===== src/rtl/arbitro_memoria.sv =====
// -----------------------------------------------------------------------------
// arbitro_memoria
// Two-port memory arbiter. Port 0 (control unit) and port 1 (loader) request
// single accesses; the winner's request is latched onto the memory side and
// held until the memory answers or the wait limit expires. Ties are resolved
// round-robin against the last port served.
//
// Ports
//   Reloj, Reiniciar          clock, synchronous active-low reset
//   Sol0/1, Esc0/1            request and write select per port
//   Dir0/1, DatoEsc0/1        address and write data per port
//   Listo0/1, DatoLee0/1      one-cycle completion pulse and read data per port
//   Error                     timeout flag, pulses with Listo
//   Concedido                 one-hot owner of the memory (00 when idle)
//   MemSol, MemEsc            memory request and write strobe
//   MemDir, MemDatoEsc        latched address and write data
//   MemDatoLee, MemListo      memory read data and completion
// -----------------------------------------------------------------------------
module arbitro_memoria #(
    parameter int ANCHO_DIR  = 16,
    parameter int ANCHO_DATO = 16,
    parameter int LIMITE     = 15
) (
    input  logic                  Reloj,
    input  logic                  Reiniciar,
    input  logic                  Sol0,
    input  logic                  Sol1,
    input  logic                  Esc0,
    input  logic                  Esc1,
    input  logic [ANCHO_DIR-1:0]  Dir0,
    input  logic [ANCHO_DIR-1:0]  Dir1,
    input  logic [ANCHO_DATO-1:0] DatoEsc0,
    input  logic [ANCHO_DATO-1:0] DatoEsc1,
    output logic                  Listo0,
    output logic                  Listo1,
    output logic [ANCHO_DATO-1:0] DatoLee0,
    output logic [ANCHO_DATO-1:0] DatoLee1,
    output logic                  Error,
    output logic [1:0]            Concedido,
    output logic                  MemSol,
    output logic                  MemEsc,
    output logic [ANCHO_DIR-1:0]  MemDir,
    output logic [ANCHO_DATO-1:0] MemDatoEsc,
    input  logic [ANCHO_DATO-1:0] MemDatoLee,
    input  logic                  MemListo
);

    typedef enum logic [1:0] {REPOSO, ACCESO, ENTREGA} estado_t;

    localparam logic [7:0] LIM8   = 8'(LIMITE);
    localparam logic [7:0] LIM_M1 = 8'(LIMITE - 1);

    estado_t    estado, estado_sig;
    logic       ganador;      // port that owns the current access
    logic       ultimo;       // port served last, loses the next tie
    logic [7:0] cuenta;       // wait cycles already spent in ACCESO
    logic       gana;         // port that would win in REPOSO this cycle
    logic       fin_espera;   // this ACCESO cycle is the last one allowed

    // Next-cycle values of the registered outputs
    logic                  mem_sol_d, mem_esc_d, listo0_d, listo1_d, error_d;
    logic [1:0]            conc_d;
    logic [ANCHO_DIR-1:0]  mem_dir_d;
    logic [ANCHO_DATO-1:0] mem_dato_d, lee0_d, lee1_d;

    // Port 1 wins when it is alone, or on a tie when port 0 was served last.
    assign gana = (Sol0 && Sol1) ? ~ultimo : Sol1;

    // The counter reaches LIMITE on the edge that ends the LIMITE-th wait
    // cycle, so the timeout is taken one count early to keep MemSol high for
    // exactly LIMITE cycles.
    assign fin_espera = (cuenta >= LIM_M1);

    // ---------------------------------------------------------------- state
    always_ff @(posedge Reloj) begin
        if (!Reiniciar) begin
            estado  <= REPOSO;
            cuenta  <= '0;
            ultimo  <= 1'b1;
            ganador <= 1'b0;
        end else begin
            estado <= estado_sig;
            case (estado)
                REPOSO: begin
                    cuenta <= '0;
                    if (Sol0 || Sol1) ganador <= gana;
                end
                ACCESO:  cuenta <= (cuenta >= LIM8) ? LIM8 : cuenta + 8'd1;
                ENTREGA: begin
                    cuenta <= '0;
                    ultimo <= ganador;
                end
                default: cuenta <= '0;
            endcase
        end
    end

    // ----------------------------------------------------------- next state
    always_comb begin
        estado_sig = estado;
        case (estado)
            REPOSO:  if (Sol0 || Sol1) estado_sig = ACCESO;
            ACCESO:  if (MemListo || fin_espera) estado_sig = ENTREGA;
            ENTREGA: estado_sig = REPOSO;
            default: estado_sig = REPOSO;
        endcase
    end

    // --------------------------------------------------------------- outputs
    always_comb begin
        mem_sol_d  = MemSol;
        mem_esc_d  = MemEsc;
        mem_dir_d  = MemDir;
        mem_dato_d = MemDatoEsc;
        conc_d     = Concedido;
        lee0_d     = DatoLee0;
        lee1_d     = DatoLee1;
        listo0_d   = 1'b0;
        listo1_d   = 1'b0;
        error_d    = 1'b0;
        case (estado)
            REPOSO: begin
                mem_sol_d = 1'b0;
                conc_d    = 2'b00;
                if (Sol0 || Sol1) begin
                    mem_sol_d  = 1'b1;
                    conc_d     = gana ? 2'b10 : 2'b01;
                    mem_esc_d  = gana ? Esc1 : Esc0;
                    mem_dir_d  = gana ? Dir1 : Dir0;
                    mem_dato_d = gana ? DatoEsc1 : DatoEsc0;
                end
            end
            ACCESO: begin
                if (estado_sig == ENTREGA) begin
                    mem_sol_d = 1'b0;
                    mem_esc_d = 1'b0;
                    conc_d    = 2'b00;
                    // A real answer beats a timeout landing in the same cycle.
                    error_d   = ~MemListo;
                    if (ganador) listo1_d = 1'b1;
                    else         listo0_d = 1'b1;
                    if (!MemEsc) begin
                        if (ganador) lee1_d = MemListo ? MemDatoLee : '1;
                        else         lee0_d = MemListo ? MemDatoLee : '1;
                    end
                end
            end
            ENTREGA: begin
                mem_sol_d = 1'b0;
                conc_d    = 2'b00;
            end
            default: begin
                mem_sol_d = 1'b0;
                conc_d    = 2'b00;
            end
        endcase
    end

    always_ff @(posedge Reloj) begin
        if (!Reiniciar) begin
            MemSol     <= 1'b0;
            MemEsc     <= 1'b0;
            MemDir     <= '0;
            MemDatoEsc <= '0;
            Concedido  <= 2'b00;
            DatoLee0   <= '0;
            DatoLee1   <= '0;
            Listo0     <= 1'b0;
            Listo1     <= 1'b0;
            Error      <= 1'b0;
        end else begin
            MemSol     <= mem_sol_d;
            MemEsc     <= mem_esc_d;
            MemDir     <= mem_dir_d;
            MemDatoEsc <= mem_dato_d;
            Concedido  <= conc_d;
            DatoLee0   <= lee0_d;
            DatoLee1   <= lee1_d;
            Listo0     <= listo0_d;
            Listo1     <= listo1_d;
            Error      <= error_d;
        end
    end

endmodule


===== config.mk =====
export PLATFORM = sky130hd
export DESIGN_NAME = arbitro_memoria
export DESIGN_NICKNAME = d
export VERILOG_FILES = /design/src/rtl/arbitro_memoria.sv
export SDC_FILE = /design/constraint.sdc
export NUM_CORES = 1
export LEC_CHECK = 0
export BUFFER_PORTS_ARGS = -buffer_cell sky130_fd_sc_hd__buf_4
export CORE_ASPECT_RATIO = 0.6
export CORE_MARGIN = 2
export CORE_UTILIZATION = 45
export CTS_CLUSTER_SIZE = 28
export DETAILED_ROUTE_END_ITERATION = 8
export GPL_TIMING_DRIVEN = 1
export PLACE_DENSITY_LB_ADDON = 0.12
export SLEW_MARGIN = 10
export SYNTH_ARGS = -nofsm -noshare
export SYNTH_HDL_FRONTEND = slang
export SYNTH_SLANG_ARGS = --single-unit

===== constraint.sdc =====
create_clock -name Reloj -period 3.5 [get_ports Reloj]
set_input_delay 0 -clock Reloj [delete_from_list [all_inputs] [get_ports Reloj]]
set_output_delay 0 -clock Reloj [all_outputs]
set_load 0.01 [all_outputs]

Word level (Yosys, flattened, before mapping)
Index checks and enable logic that the tools add are counted.
{"block": "classes", "addsub": 1, "magnitude_cmp": 2, "n_eq_ne": 5, "mux": 20, "n_bitwise": 6, "n_reduce_logical": 12}
{"operator": "two-way mux 16 bit", "n": 3}
{"operator": "greater-or-equal comparator 8 x 4 -> 1 bit (second input constant)", "n": 2}
{"operator": "two-way mux 2 bit", "n": 5}
{"operator": "adder 8 x 1 -> 8 bit (second input constant)", "n": 1}
{"operator": "case mux 2 bit (2 select lines)", "n": 2}
{"operator": "AND reduction 4 bit", "n": 2}
{"operator": "two-way mux 1 bit", "n": 7}
{"operator": "inverter 1 bit", "n": 6}
{"operator": "AND reduction 3 bit", "n": 2}
{"operator": "== test 2 bit (second input constant)", "n": 2}
{"operator": "two-way mux 4 bit", "n": 1}
{"operator": "inequality test 2 bit (second input constant)", "n": 2}
{"operator": "case mux 1 bit (2 select lines)", "n": 2}
{"operator": "AND reduction 2 bit", "n": 2}
{"operator": "OR reduction 3 bit", "n": 1}
{"operator": "== test 2 x 1 -> 1 bit (second input constant)", "n": 1}
{"operator": "zero test 2 bit", "n": 1}
{"operator": "logical OR 1 bit", "n": 2}
{"operator": "nonzero test 2 bit", "n": 1}
{"operator": "logical AND 1 bit", "n": 1}
{"block": "totals", "reg_bits": 83, "inputBits": 87, "elab_cells": 61}

Depth between registers and ports, before layout
{"block": "depth", "word_depth": 7, "ltp_mapped": 7, "ltp_nobuf": 6}

Worst setup path after synthesis
OpenSTA, ideal clock, no wires.
{"block": "synth_timing", "path_kind": "reg2reg", "startpoint": "register cuenta[0]", "endpoint": "register DatoLee0[10]", "setup_ns": 0.117, "arrival_ns": 1.461, "required_ns": 3.383, "path_slack_ns": 1.921, "path_stages_with_launch": 8, "path_buffers": 1, "period_less_slack_ns": 1.579, "path_cell_list": "dfxtp_1 -> inv_1 -> ha_1 -> o211ai_1 -> nand3b_1 -> nand3_2 -> buf_4 -> o2bb2ai_1"}
{"block": "synth_via", "elab_chain_cells": 6}
{"element": "from (decl)", "line": "56", "text": "logic [7:0] cuenta;"}
{"element": "from (signal assigned)", "line": "88", "text": "ACCESO: cuenta <= (cuenta >= LIM8) ? LIM8 : cuenta + 8'd1;"}
{"element": "greater-or-equal comparator 8 x 4 -> 1 bit", "line": "72", "text": "assign fin_espera = (cuenta >= LIM_M1);"}
{"element": "logical OR 1 bit", "line": "103", "text": "ACCESO: if (MemListo || fin_espera) estado_sig = ENTREGA;"}
{"element": "two-way mux 2 bit", "line": "103"}
{"element": "case mux 2 bit (2 select lines)", "line": "101", "text": "case (estado)"}
{"element": "== test 2 bit", "line": "134", "text": "if (estado_sig == ENTREGA) begin"}
{"element": "AND reduction 4 bit (no source line)"}
{"element": "to (signal assigned)", "line": "177", "text": "DatoLee0 <= lee0_d;"}
{"element": "to (decl)", "line": "36", "text": "output logic [ANCHO_DATO-1:0] DatoLee0,"}
Every way passes these cells.
A chain may end at the register's enable or synchronous reset.

Worst setup path in the final report
{"block": "layout_timing", "startpoint": "input port Sol0", "endpoint": "register MemDir[2]"}
{"block": "layout_via", "elab_chain_cells": 3, "elab_cells_between_ends": 5, "cone_classes": "2 x mux; 3 x reduce/logical"}
{"element": "from (decl)", "line": "26", "text": "input logic Sol0,"}
{"element": "logical AND 1 bit", "line": "67", "text": "assign gana = (Sol0 && Sol1) ? ~ultimo : Sol1;"}
{"element": "two-way mux 1 bit", "line": "67"}
{"element": "two-way mux 16 bit", "line": "129", "text": "mem_dir_d = gana ? Dir1 : Dir0;"}
{"element": "to (signal assigned)", "line": "174", "text": "MemDir <= mem_dir_d;"}
{"element": "to (decl)", "line": "42", "text": "output logic [ANCHO_DIR-1:0] MemDir,"}
Parallel ways exist; a longest one is shown, timed or not.

==> summary.txt <==
Status
  • Status: completed

Setup path
  • Worst Setup EP: MemDir[2]
  • Critical Path Fanout Max: 18
  • Critical Path AT: 2.21 ns
  • WS Path Type: in2reg
  • Required time of the worst setup path: 3.72 ns
  • Crit end category: flip-flop
  • R2r startpoint: ultimo
  • Flop2flop setup slack: 1.53 ns
  • Crit path launch type: input port
  • RR Endpoint: MemDir[2]
  • Worst Setup SP: Sol0
  • FF-to-FF path depth: 5

Power and ir drop
  • Switch Pwr: just over 0.6 mW
  • P per Cell Area: a little under 500 nW/um^2
  • Pleak: roughly 2.5 nW
  • Comb power frac: 0.183
  • Int Power: between 1.5 and 2 mW
  • Flop pwr share: 0.436
  • Clk pwr share: 0.380
  • Final Power: ~2.5 mW
  • VDD IR-drop max: 0.290 mV
  • Sw Share: 0.245

STA
  • Tmin final: 1.99 ns
  • Final period util: 0.569
  • Unrepaired setup endpoints after global routing: false
  • Max-Slew Margin vs Limit: 0.488
  • Final TNS setup: 0 ns
  • Slew Limit Fails: 0
  • Fmax: 0.502 GHz
  • Final setup violating endpoints: 0
  • Clock skew: roughly 0.0055 ns
  • Worst hold slack: 0.0166 ns
  • Fin. Hold Viols: 0
  • Final WS setup: 1.51 ns
  • Least-Margin Pin Slew: 0.766 ns

Die
  • Num ports: between 150 and 200
  • Die Footprint: roughly 8200 sq um
  • DIE HEIGHT: 70.9 microns
  • Initial Utilization: 0.464
  • Cell row count: 24
  • Die Width: 116 microns
  • Area of the core: around 7200 sq um

Hold path
  • Hold Path Class: in2reg

Drt
  • DR pass1 iterations: 4
  • Post-route ant nets: 0
  • Per-cell routed wire length: 14.7 microns
  • DR DRC count: 0
  • DRT Wirelength: 8.57 mm
  • Post-DR vias/cell: 4.95
  • Routed via count: a little under 3000
  • Starting DRT DRC Count: 147

Logic synthesis
  • #FFs+latches synth: a little over 80
  • Syn. warnings: 0
  • Mapped Cells: 304
  • Cell area after synthesis: 3360 sq um
  • Number of flops mapped to enable cells by yosys: 0
  • Library cells used by synthesis: 35
  • Avg Cell Area, Syn: between 10 and 15 sq um
  • Primary FF master, synth: dfxtp_1
  • Seq/Total Area, Yosys: 0.495
  • FFs w/ async S/R, synth: 0

CTS
  • Root Driver: clkbuf_16
  • H-tree depth: 3
  • Bufs on Longest Clock Path: 2
  • CTS Hold Bufs: 18
  • Clock transition at path regs: about 0.060 ns
  • Post-CTS Setup Repair Bufs: 0
  • Cts bufs inserted: 9
  • CTS tree: done
  • Sinks on Clock Net: just over 80
  • # resized after CTS: 0
  • Latest clock arrival within the worst-skew pair: 0.32 ns

Placed design
  • Post-Place Setup Slack: 1.53 ns
  • Post-DP HPWL: 5.76 mm
  • Area post-placement: around 4600 sq um
  • PortBufs: 157
  • Placed Cells: 549
  • Gpl congestion: 0.740

Layout
  • Layout cells sized above 1: 0.395
  • Nets@finish: 563
  • Non-filler cells, final: roughly 580
  • Final core utilization: 0.699
  • Area Growth Syn to Fin: 50.6%
  • Final Cell Area: 5060 sq um
  • # diodes: 0

GRT
  • Grt total ovfl: 0
  • Total GRT Usage: 0.210
  • Pin count of the biggest net entering global routing: 45
  • Vias in the first global route: 2867
  • First-pass GRT wire length: 13.7 mm
  • Initial antenna violation count: 0

Run
  • Max-Cap Viols: 0
==> registers in the layout (all words and copies together), names as in the netlist <==
signal / cells
ganador: 1
DatoLee0: 16
Listo1: 1
ultimo: 1
Error: 1
DatoLee1: 16
MemEsc: 1
Listo0: 1
estado: 2
Concedido: 2
MemDatoEsc: 16
cuenta: 8
MemSol: 1
MemDir: 16
==> worst min-delay path by stage <==
stage                   startpoint             end  slack [ns]  depth (start not counted)
floorplan                     Sol0    Concedido[0]        0.15                          2
global placement    MemDatoLee[12]    DatoLee0[12]        0.25                          3
detailed placement   MemDatoLee[5]     DatoLee0[5]        0.26                          3
CTS                   DatoEsc0[11]  MemDatoEsc[11]       0.006                          4
global route           DatoEsc1[2]   MemDatoEsc[2]        0.03                          4
finish                DatoEsc0[11]  MemDatoEsc[11]        0.02                          4
==> cells in the final DEF, fill, tap and decap left out, drive strengths merged, types with 4 or more instances in the layout <==
| cell | count |
|---|---|
| buf | 160 |
| dfxtp | 83 |
| nand2 | 34 |
| mux2i | 34 |
| o2bb2ai | 33 |
| o211a | 32 |
| nor2b | 18 |
| dlygate4sd3 | 18 |
| clkbuf | 11 |
| a21oi | 6 |
| nor2 | 5 |
| inv | 5 |
| nand2b | 5 |
| conb | 4 |
==> critical path: stages <==
cell and delay, ns:
dlygate4sd3_1 0.55, buf_4 0.15, a21boi_4 0.61, buf_4 0.43, mux2i_1 0.22, nand2_1 0.08
o211a_1 0.16
==> Yosys cell counts, types with 3 or more instances <==
cell type | instances | area, sq um
a21oi_1 | 4 | 20.0
buf_2 | 5 | 25.0
buf_4 | 7 | 52.6
buf_6 | 3 | 33.8
clkbuf_1 | 7 | 26.3
dfxtp_1 | 83 | 1660
inv_1 | 4 | 15.0
mux2i_1 | 34 | 340
nand2_1 | 34 | 128
nand2b_1 | 3 | 18.8
nand3b_1 | 3 | 22.5
nor2_1 | 5 | 18.8
nor2b_1 | 18 | 113
o211a_1 | 32 | 320
o21ai_0 | 3 | 15.0
o2bb2ai_1 | 33 | 289
==> cells by family (layout without fill, tap and decap cells) <==
group           after synthesis  after routing  share of synthesized area
mux                          34             34                      0.101
compound gates               86             86                      0.235
other cells                   1              4                    0.00112
flops                        83             83                      0.495
fa+ha+maj                     2              2                    0.00745
simple gates                 71             71                      0.114
buf+inv                      27            198                     0.0466
==> per-layer routing <==
metal | wire length [microns] | GRT usage | vias to the layer above
li1 | - | - | 1446
met1 | 3960 | 0.270 | 1333
met2 | 3920 | 0.344 | 94
met3 | 604 | 0.0677 | 9
met4 | 76 | 0.0549 | 0
met5 | 0 | 0 | -
==> layout make-up <==
class / count / area (sq um)
Sequential cell: 83 / 1660
Tap cell: 104 / 130
Clock inverter: 4 / 50.0
Clock buffer: 11 / 253
Timing Repair Buffer: 178 / 1380
Multi-Input combinational cell: 197 / 1570
Fill cell: 555 / 2180
Inverter: 5 / 18.8
==> power groups by stage <==
stage | combinational (mW) | sequential [mW] | clock [mW]
3_5_place_dp | 0.436 | 1.09 | 0
3_3_place_gp | 0.428 | 1.09 | 0
4_1_cts | 0.454 | 1.07 | 0.958
6_report | 0.452 | 1.07 | 0.937
5_1_grt | 0.490 | 1.08 | 0.993
2_1_floorplan | 0.194 | 1.12 | 0
No activity file was read; power rests on OpenSTA's default activity.
